**src/rtl/bp_btb_param_pkg.sv**
```systemverilog
`default_nettype none
// ============================================================================
// Module      : bp_btb_param_pkg
// Description : Shared defaults, counter-op encoding and helpers for the
//               parametrised BTB branch predictor.
// Revision    : 1.0 - initial release
// ============================================================================
package bp_btb_param_pkg;

    localparam int BTB_W_DEFAULT       = 32;
    localparam int BTB_ENTRIES_DEFAULT = 16;
    localparam int BTB_TAG_W_DEFAULT   = 8;
    localparam int BTB_CTR_W_DEFAULT   = 2;

    // Operation requested from the saturating counter on the update path.
    typedef enum logic [1:0] {
        CTR_HOLD = 2'd0,
        CTR_INC  = 2'd1,
        CTR_DEC  = 2'd2
    } ctr_op_e;

    // Weakly-taken allocation value: 2^(ctr_w-1).
    function automatic int ctr_weak_taken(input int ctr_w);
        return 1 << (ctr_w - 1);
    endfunction

    // Lowest PC bit of the tag field for a given index width.
    function automatic int pc_tag_lsb(input int idx_w);
        return idx_w + 2;
    endfunction

endpackage : bp_btb_param_pkg
`default_nettype wire

```
**src/rtl/bp_btb_param_sat_counter.sv**
```systemverilog
`default_nettype none
// ============================================================================
// Module      : sat_counter
// Description : Combinational next-value logic for a saturating up/down
//               counter; storage lives in the instantiating block.
// Revision    : 1.0 - initial release
// ============================================================================
module sat_counter
    import bp_btb_param_pkg::*;
#(
    parameter int CTR_W = BTB_CTR_W_DEFAULT
) (
    input  ctr_op_e          op,
    input  logic [CTR_W-1:0] cur,
    output logic [CTR_W-1:0] nxt
);

    always_comb begin
        nxt = cur;
        case (op)
            CTR_INC: begin
                if (cur != {CTR_W{1'b1}}) begin
                    nxt = cur + CTR_W'(1);
                end
            end
            CTR_DEC: begin
                if (cur != {CTR_W{1'b0}}) begin
                    nxt = cur - CTR_W'(1);
                end
            end
            default: begin
                nxt = cur;
            end
        endcase
    end

endmodule : sat_counter
`default_nettype wire

```
**src/rtl/bp_btb_param.sv**
```systemverilog
`default_nettype none
// ============================================================================
// Module      : bp_btb_param
// Description : Direct-mapped BTB with per-entry saturating direction
//               counters; zero-latency lookup, registered training.
// Revision    : 1.0 - initial release
// ============================================================================
module bp_btb_param
    import bp_btb_param_pkg::*;
#(
    parameter int W       = BTB_W_DEFAULT,
    parameter int ENTRIES = BTB_ENTRIES_DEFAULT,
    parameter int TAG_W   = BTB_TAG_W_DEFAULT,
    parameter int CTR_W   = BTB_CTR_W_DEFAULT
) (
    input  logic         clk,
    input  logic         rst,
    input  logic [W-1:0] lookup_pc,
    output logic         predict_j_taken,
    output logic [W-1:0] predict_addr,
    output logic         predict_hit,
    input  logic         upd,
    input  logic [W-1:0] upd_src_pc,
    input  logic         upd_taken,
    input  logic [W-1:0] upd_target,
    input  logic         inv_all
);

    localparam int c_idx_w   = $clog2(ENTRIES);
    localparam int c_tag_lsb = pc_tag_lsb(c_idx_w);
    localparam int c_tag_msb = c_tag_lsb + TAG_W - 1;
    localparam logic [CTR_W-1:0] c_ctr_weak = CTR_W'(ctr_weak_taken(CTR_W));

    // Table state; tags and targets carry no reset, valid gates them.
    logic [ENTRIES-1:0] r_valid;
    logic [TAG_W-1:0]   r_tag    [ENTRIES];
    logic [W-3:0]       r_target [ENTRIES];
    logic [CTR_W-1:0]   r_ctr    [ENTRIES];

    logic [c_idx_w-1:0] w_lk_idx;
    logic [TAG_W-1:0]   w_lk_tag;
    logic               w_lk_hit;

    logic [c_idx_w-1:0] w_upd_idx;
    logic [TAG_W-1:0]   w_upd_tag;
    logic               w_upd_hit;
    logic               w_upd_en;
    logic               w_write_target;
    ctr_op_e            w_ctr_op;
    logic [CTR_W-1:0]   w_ctr_nxt;
    logic               w_unused_bits;

    assign w_lk_idx = lookup_pc[c_idx_w+1:2];
    assign w_lk_tag = lookup_pc[c_tag_msb:c_tag_lsb];

    assign w_lk_hit        = r_valid[w_lk_idx] && (r_tag[w_lk_idx] == w_lk_tag);
    assign predict_hit     = w_lk_hit;
    assign predict_j_taken = w_lk_hit && r_ctr[w_lk_idx][CTR_W-1];
    assign predict_addr    = predict_j_taken ? {r_target[w_lk_idx], 2'b00}
                                             : lookup_pc + W'(4);

    assign w_upd_idx = upd_src_pc[c_idx_w+1:2];
    assign w_upd_tag = upd_src_pc[c_tag_msb:c_tag_lsb];
    assign w_upd_hit = r_valid[w_upd_idx] && (r_tag[w_upd_idx] == w_upd_tag);

    // inv_all drops any coincident update.
    assign w_upd_en = upd && !inv_all;

    // Taken outcomes rewrite the target on a hit and allocate on a miss.
    assign w_write_target = rst && w_upd_en && upd_taken;

    always_comb begin
        w_ctr_op = CTR_HOLD;
        if (w_upd_hit) begin
            w_ctr_op = upd_taken ? CTR_INC : CTR_DEC;
        end
    end

    sat_counter #(
        .CTR_W (CTR_W)
    ) u_sat_counter (
        .op  (w_ctr_op),
        .cur (r_ctr[w_upd_idx]),
        .nxt (w_ctr_nxt)
    );

    always_ff @(posedge clk or negedge rst) begin
        if (!rst) begin
            r_valid <= '0;
            for (int i = 0; i < ENTRIES; i++) begin
                r_ctr[i] <= '0;
            end
        end else if (inv_all) begin
            r_valid <= '0;
        end else if (upd) begin
            if (w_upd_hit) begin
                r_ctr[w_upd_idx] <= w_ctr_nxt;
            end else if (upd_taken) begin
                r_valid[w_upd_idx] <= 1'b1;
                r_ctr[w_upd_idx]   <= c_ctr_weak;
            end
        end
    end

    always_ff @(posedge clk) begin
        if (w_write_target) begin
            r_tag[w_upd_idx]    <= w_upd_tag;
            r_target[w_upd_idx] <= upd_target[W-1:2];
        end
    end

    // Bits of the update PC/target that never reach the table.
    assign w_unused_bits = ^{upd_src_pc, upd_target[1:0]};

endmodule : bp_btb_param
`default_nettype wire
```
**config.mk**
```make
export PLATFORM = sky130hd
export DESIGN_NAME = bp_btb_param
export DESIGN_NICKNAME = d
export VERILOG_FILES = /design/src/rtl/bp_btb_param_pkg.sv /design/src/rtl/bp_btb_param_sat_counter.sv /design/src/rtl/bp_btb_param.sv
export SDC_FILE = /design/constraint.sdc
export NUM_CORES = 1
export LEC_CHECK = 0
export CORE_MARGIN = 2
export CORE_UTILIZATION = 33
export DETAILED_ROUTE_END_ITERATION = 10
export SYNTH_ARGS = -nofsm -noshare
export SYNTH_HDL_FRONTEND = slang
export SYNTH_SLANG_ARGS = --single-unit
```
**constraint.sdc**
```tcl
create_clock -name clk -period 4.2 [get_ports clk]
set_input_delay 0.84 -clock clk [delete_from_list [all_inputs] [get_ports clk]]
set_output_delay 0.84 -clock clk [all_outputs]
set_load 0.02 [all_outputs]
```
==> results of run 1 <==
-- report_power, final --
part           leakage [nW]  internal, mW  switching (mW)
combinational          4.42         0.572           0.566
sequential             6.06          7.22          0.0467
clock                  1.03          3.30            2.52
total                  11.5          11.1            3.14
-- routing by layer --
layer | routed length [um] | up-vias | share of wire (%)
met1 | 31900 | 8147 | 43
met2 | 35690 | 517 | 48
met4 | 1380 | 10 | 1.9
li1 | - | 6498 | -
met3 | 4644 | 112 | 6.3
met5 | 66 | - | 0.090
-- flip-flops by register name, indices dropped and copies added (netlist names) --
register and count:
r_ctr 32, r_tag 128, r_target 480, r_valid 16
-- synth_stat cells (14+ instances only) --
library cell                 n  share of area [%]
sky130_fd_sc_hd__a21oi_1    21               0.37
sky130_fd_sc_hd__nand3_1    26               0.46
sky130_fd_sc_hd__dfrtp_1    48                4.3
sky130_fd_sc_hd__a22oi_1    20               0.53
sky130_fd_sc_hd__buf_2      22               0.39
sky130_fd_sc_hd__nand2_1    33               0.44
sky130_fd_sc_hd__mux2i_1    67                2.4
sky130_fd_sc_hd__o22a_1     14               0.43
sky130_fd_sc_hd__mux4_2    201                 16
sky130_fd_sc_hd__clkbuf_1   31               0.41
sky130_fd_sc_hd__edfxtp_1  608                 65
sky130_fd_sc_hd__mux2_4     27                1.4
sky130_fd_sc_hd__buf_4      14               0.37
sky130_fd_sc_hd__inv_1      43               0.57
sky130_fd_sc_hd__mux2_2     15               0.60
sky130_fd_sc_hd__xnor2_1    29               0.90
sky130_fd_sc_hd__o22ai_1    35               0.78
sky130_fd_sc_hd__and3_1     14               0.31
sky130_fd_sc_hd__nor2_1     38               0.51
-- final cells by class --
class                   count  area [um2]  area share (%)
diodes                      1       2.502        0.007289
clock buffers              93        1838           5.353
multi-input cells         658        8278           24.11
inverters                  43       161.4          0.4701
repair buffers            269        2851           8.305
flip-flops and latches    656       19460           56.68
clock inverters            28       311.5          0.9074
well taps                1144        1431           4.169
-- cells in the final DEF, fill, tap and decap left out, drive strengths merged, types with 39 or more instances in the layout --
| cell type | synthesis | final |
|---|---|---|
| edfxtp | 608 | 608 |
| mux4 | 205 | 205 |
| buf | 59 | 193 |
| clkbuf | 31 | 95 |
| clkdlybuf4s50 | 0 | 72 |
| mux2i | 67 | 67 |
| dfrtp | 48 | 48 |
| inv | 43 | 47 |
| mux2 | 42 | 42 |
| nor2 | 39 | 39 |
-- path summary, 6_finish.rpt --
| check | start | end | slack, ns | cells after the start |
|---|---|---|---|---|
| worst max-delay path | lookup_pc[3] | predict_addr[31] | -0.11 | 14 |
| worst min-delay path | rst | r_ctr[29]$_DFFE_PN0P_ | 0.36 | 2 |
| worst max register to register | r_tag[1][4]$_DFFE_PP_ | r_ctr[15]$_DFFE_PN0P_ | 1.39 | 8 |
| worst min register to register | r_ctr[6]$_DFFE_PN0P_ | r_ctr[6]$_DFFE_PN0P_ | 0.51 | 2 |
| max in group asynchronous | rst | r_valid[11]$_DFFE_PN0P_ | 3.42 | 2 |
| min in group clk | r_ctr[6]$_DFFE_PN0P_ | r_ctr[6]$_DFFE_PN0P_ | 0.51 | 2 |
-- logic make-up (layout without fill, tap and decap cells) --
kind of cell | Yosys count | count (layout) | share of synthesized area [%]
xor+xnor | 42 | 42 | 1.303
flops | 656 | 656 | 68.93
fa+ha+maj | 3 | 3 | 0.1152
buf+inv | 133 | 433 | 2.500
other cells | 0 | 1 | 0
mux | 314 | 314 | 20.82
simple gates | 163 | 163 | 2.921
compound gates | 136 | 136 | 3.409
-- what timing repair did --
action / CTS / global route
setup endpoints to repair: 34 / 34
pin swaps: 5 / 5
gates cloned: 5 / 0
buffers inserted: 8 / 1
resized for setup: 215 / 19
-- metrics by stage --
step | hold WS [ns] | cells | worst slack [ns]
after floorplan | 0.4612 | 1447 | 0.1399
after global placement | 0.5018 | 2756 | -0.6798
after detailed placement | 0.5029 | 2756 | -0.6594
after CTS | 0.3727 | 2890 | -0.08945
after global routing | 0.3996 | 2892 | -0.1608
final | 0.3599 | 2892 | -0.1114
==> impl_summary.txt, run 1 <==
----------------------------------------------------
[Global routing]
  Maximum number of pins on one net before global-route repair ... 65
  Met2 track demand over resource ... a little over a quarter
  First-pass GRT wire length ... 107000 um
  Initial antenna violation count ... 6
  Overall track demand over capacity in global routing ... ~17%
  Layer with the highest usage ... met2
  Met1 routing resource usage after global routing ... between 20% and 30%
  Met3 global-route usage ... 3.601%
  Vias in the first global route ... roughly 16000
  Congestion Overflow GR ... 0

[Place]
  Final weighted congestion in routability-driven placement ... between 0.9 and 1
  Total half-perimeter wirelength after legalization and detailed placement ... 43100 um
  Number of port buffers ... around 110
  Post-detailed-placement cell area ... about 0.032 mm2

[Setup path]
  Arr. time, crit path ... 3.47 ns
  Top fanout value on the critical path ... 10
  Cell with the largest stage delay on the worst path ... sky130_fd_sc_hd__mux2_4
  CP endpoint kind ... output pin
  Buffers and inverters on the worst path ... 6
  CP delay by family, top ... buffers and inverters
  Classification of the worst setup path ... primary input to output pin
  Worst path required time ... 3.36 ns
  Startpoint type of the worst setup path ... primary input
  Largest stage delay on the critical path ... 0.33 ns
  Cell Chain, Critical Path ... bufbuf_16, buf_16, nand2b_1, o22ai_2, a221oi_2, buf_4, xor2_1, o32ai_2, o211ai_1, nand4bb_4, buf_12, buf_8, mux2_4, buf_6

[Power]
  Post-route total power ... approximately 14 mW
  Peak ir drop on the vdd network ... approximately 0.23 mV
  P per Cell Area ... roughly 410 mW/mm2
  Leakage power ... ~12 nW

[Timing]
  Clock period minus final worst setup slack ... 4.311 ns
  Post-route clock skew ... 0.01956 ns
  Number of hold-slack violations in the final timing report ... 0
  Highest attainable clock frequency ... roughly 0.23 GHz
  Summed negative setup slack over all endpoints ... -2.744 ns
  Final Cycle Share ... 102.7%
  Final setup violation count ... 29
  Worst-case headroom to the max-slew limit ... 40.02%
  Transition at the pin with the smallest max-transition slack ... between 0.8 and 0.9 ns
  Setup ws final ... -0.1114 ns
  Setup repair after global routing missed its margin ... true
  Count of pins over their slew limit ... 0

[Routing]
  Post-route ant nets ... 0
  First-iteration detailed-routing DRC count ... roughly 1400
  Drc violations ... 0
  Mean routed wirelength per cell ... approximately 25 um
  Overall via count from detail_route ... roughly 15000
  Total wire length ... approximately 74000 um
  Average via count per standard cell ... 5.285
  First drt pass iteration count ... 5

[Cells and area]
  Area growth, synth to finish ... 21.63%
  Fillers ... approximately 7500
  Post-layout util ... between 40% and 50%
  Fin nets ... 1800
  Ratio of cells with drive above 1 in the final layout ... around 32%
  Design area ... ~0.034 mm2

[Clock tree]
  TritonCTS clock tree ... built
  CTS HTree Levels ... 3
  Number of buffers added by the clock tree synthesis step ... 70
  CTS Hold Buffers Added ... 0
  Clock network latency to the later pin of the worst-skew pair ... 0.63 ns
  Number of clock sinks ... approximately 660
  Clk root buf ... sky130_fd_sc_hd__clkbuf_16
  Deepest clock path buffer count ... 3
  Clk pin slew, worst setup/hold paths ... approximately 0.060 ns

[Synth]
  Fraction of the yosys area taken by sequential cells ... a little under 70%
  Synthesized Nets ... 1549
  Warnings, synthesis ... 0
  Fraction of synthesis flops using an asynchronous set or reset pin ... around 7.3%
  Post-synthesis sequential element count ... 656
  Synthesized instance count ... 1447
  Commonest register cell after synthesis ... sky130_fd_sc_hd__edfxtp_1
  Number of flops mapped to enable cells by yosys ... between 600 and 700
  Syn Std Cell Area ... around 0.028 mm2
  Syn avg cell area ... between 15 and 20 um2
  Post-synthesis cell type count ... 60

[Die]
  Core ar. ... 0.08501 mm2
  Die Y ... slightly below 300 um
  Number of top-level pins ... ~140
  Site row count ... around 110
  Die footprint ... a little under 0.09 mm2
  Starting density of the core ... around a third
  Die outline width ... 296.5 um

[Outcome]
  Outcome ... finished, violations left
  Violated checks ... setup timing

[Job]
  Max capacitance violation total ... 0

[Min path]
  Worst min path class ... primary input to asynchronous set/reset pin

----------------------------------------------------
(Power assumes the default switching activity.)
==> run 2, diff against run 1 <==
ABC_CLOCK_PERIOD_IN_PS = 4200   (was default)
==> results of run 2 <==
Same layout as run 1: the final DEF is identical, and so are final timing and power.
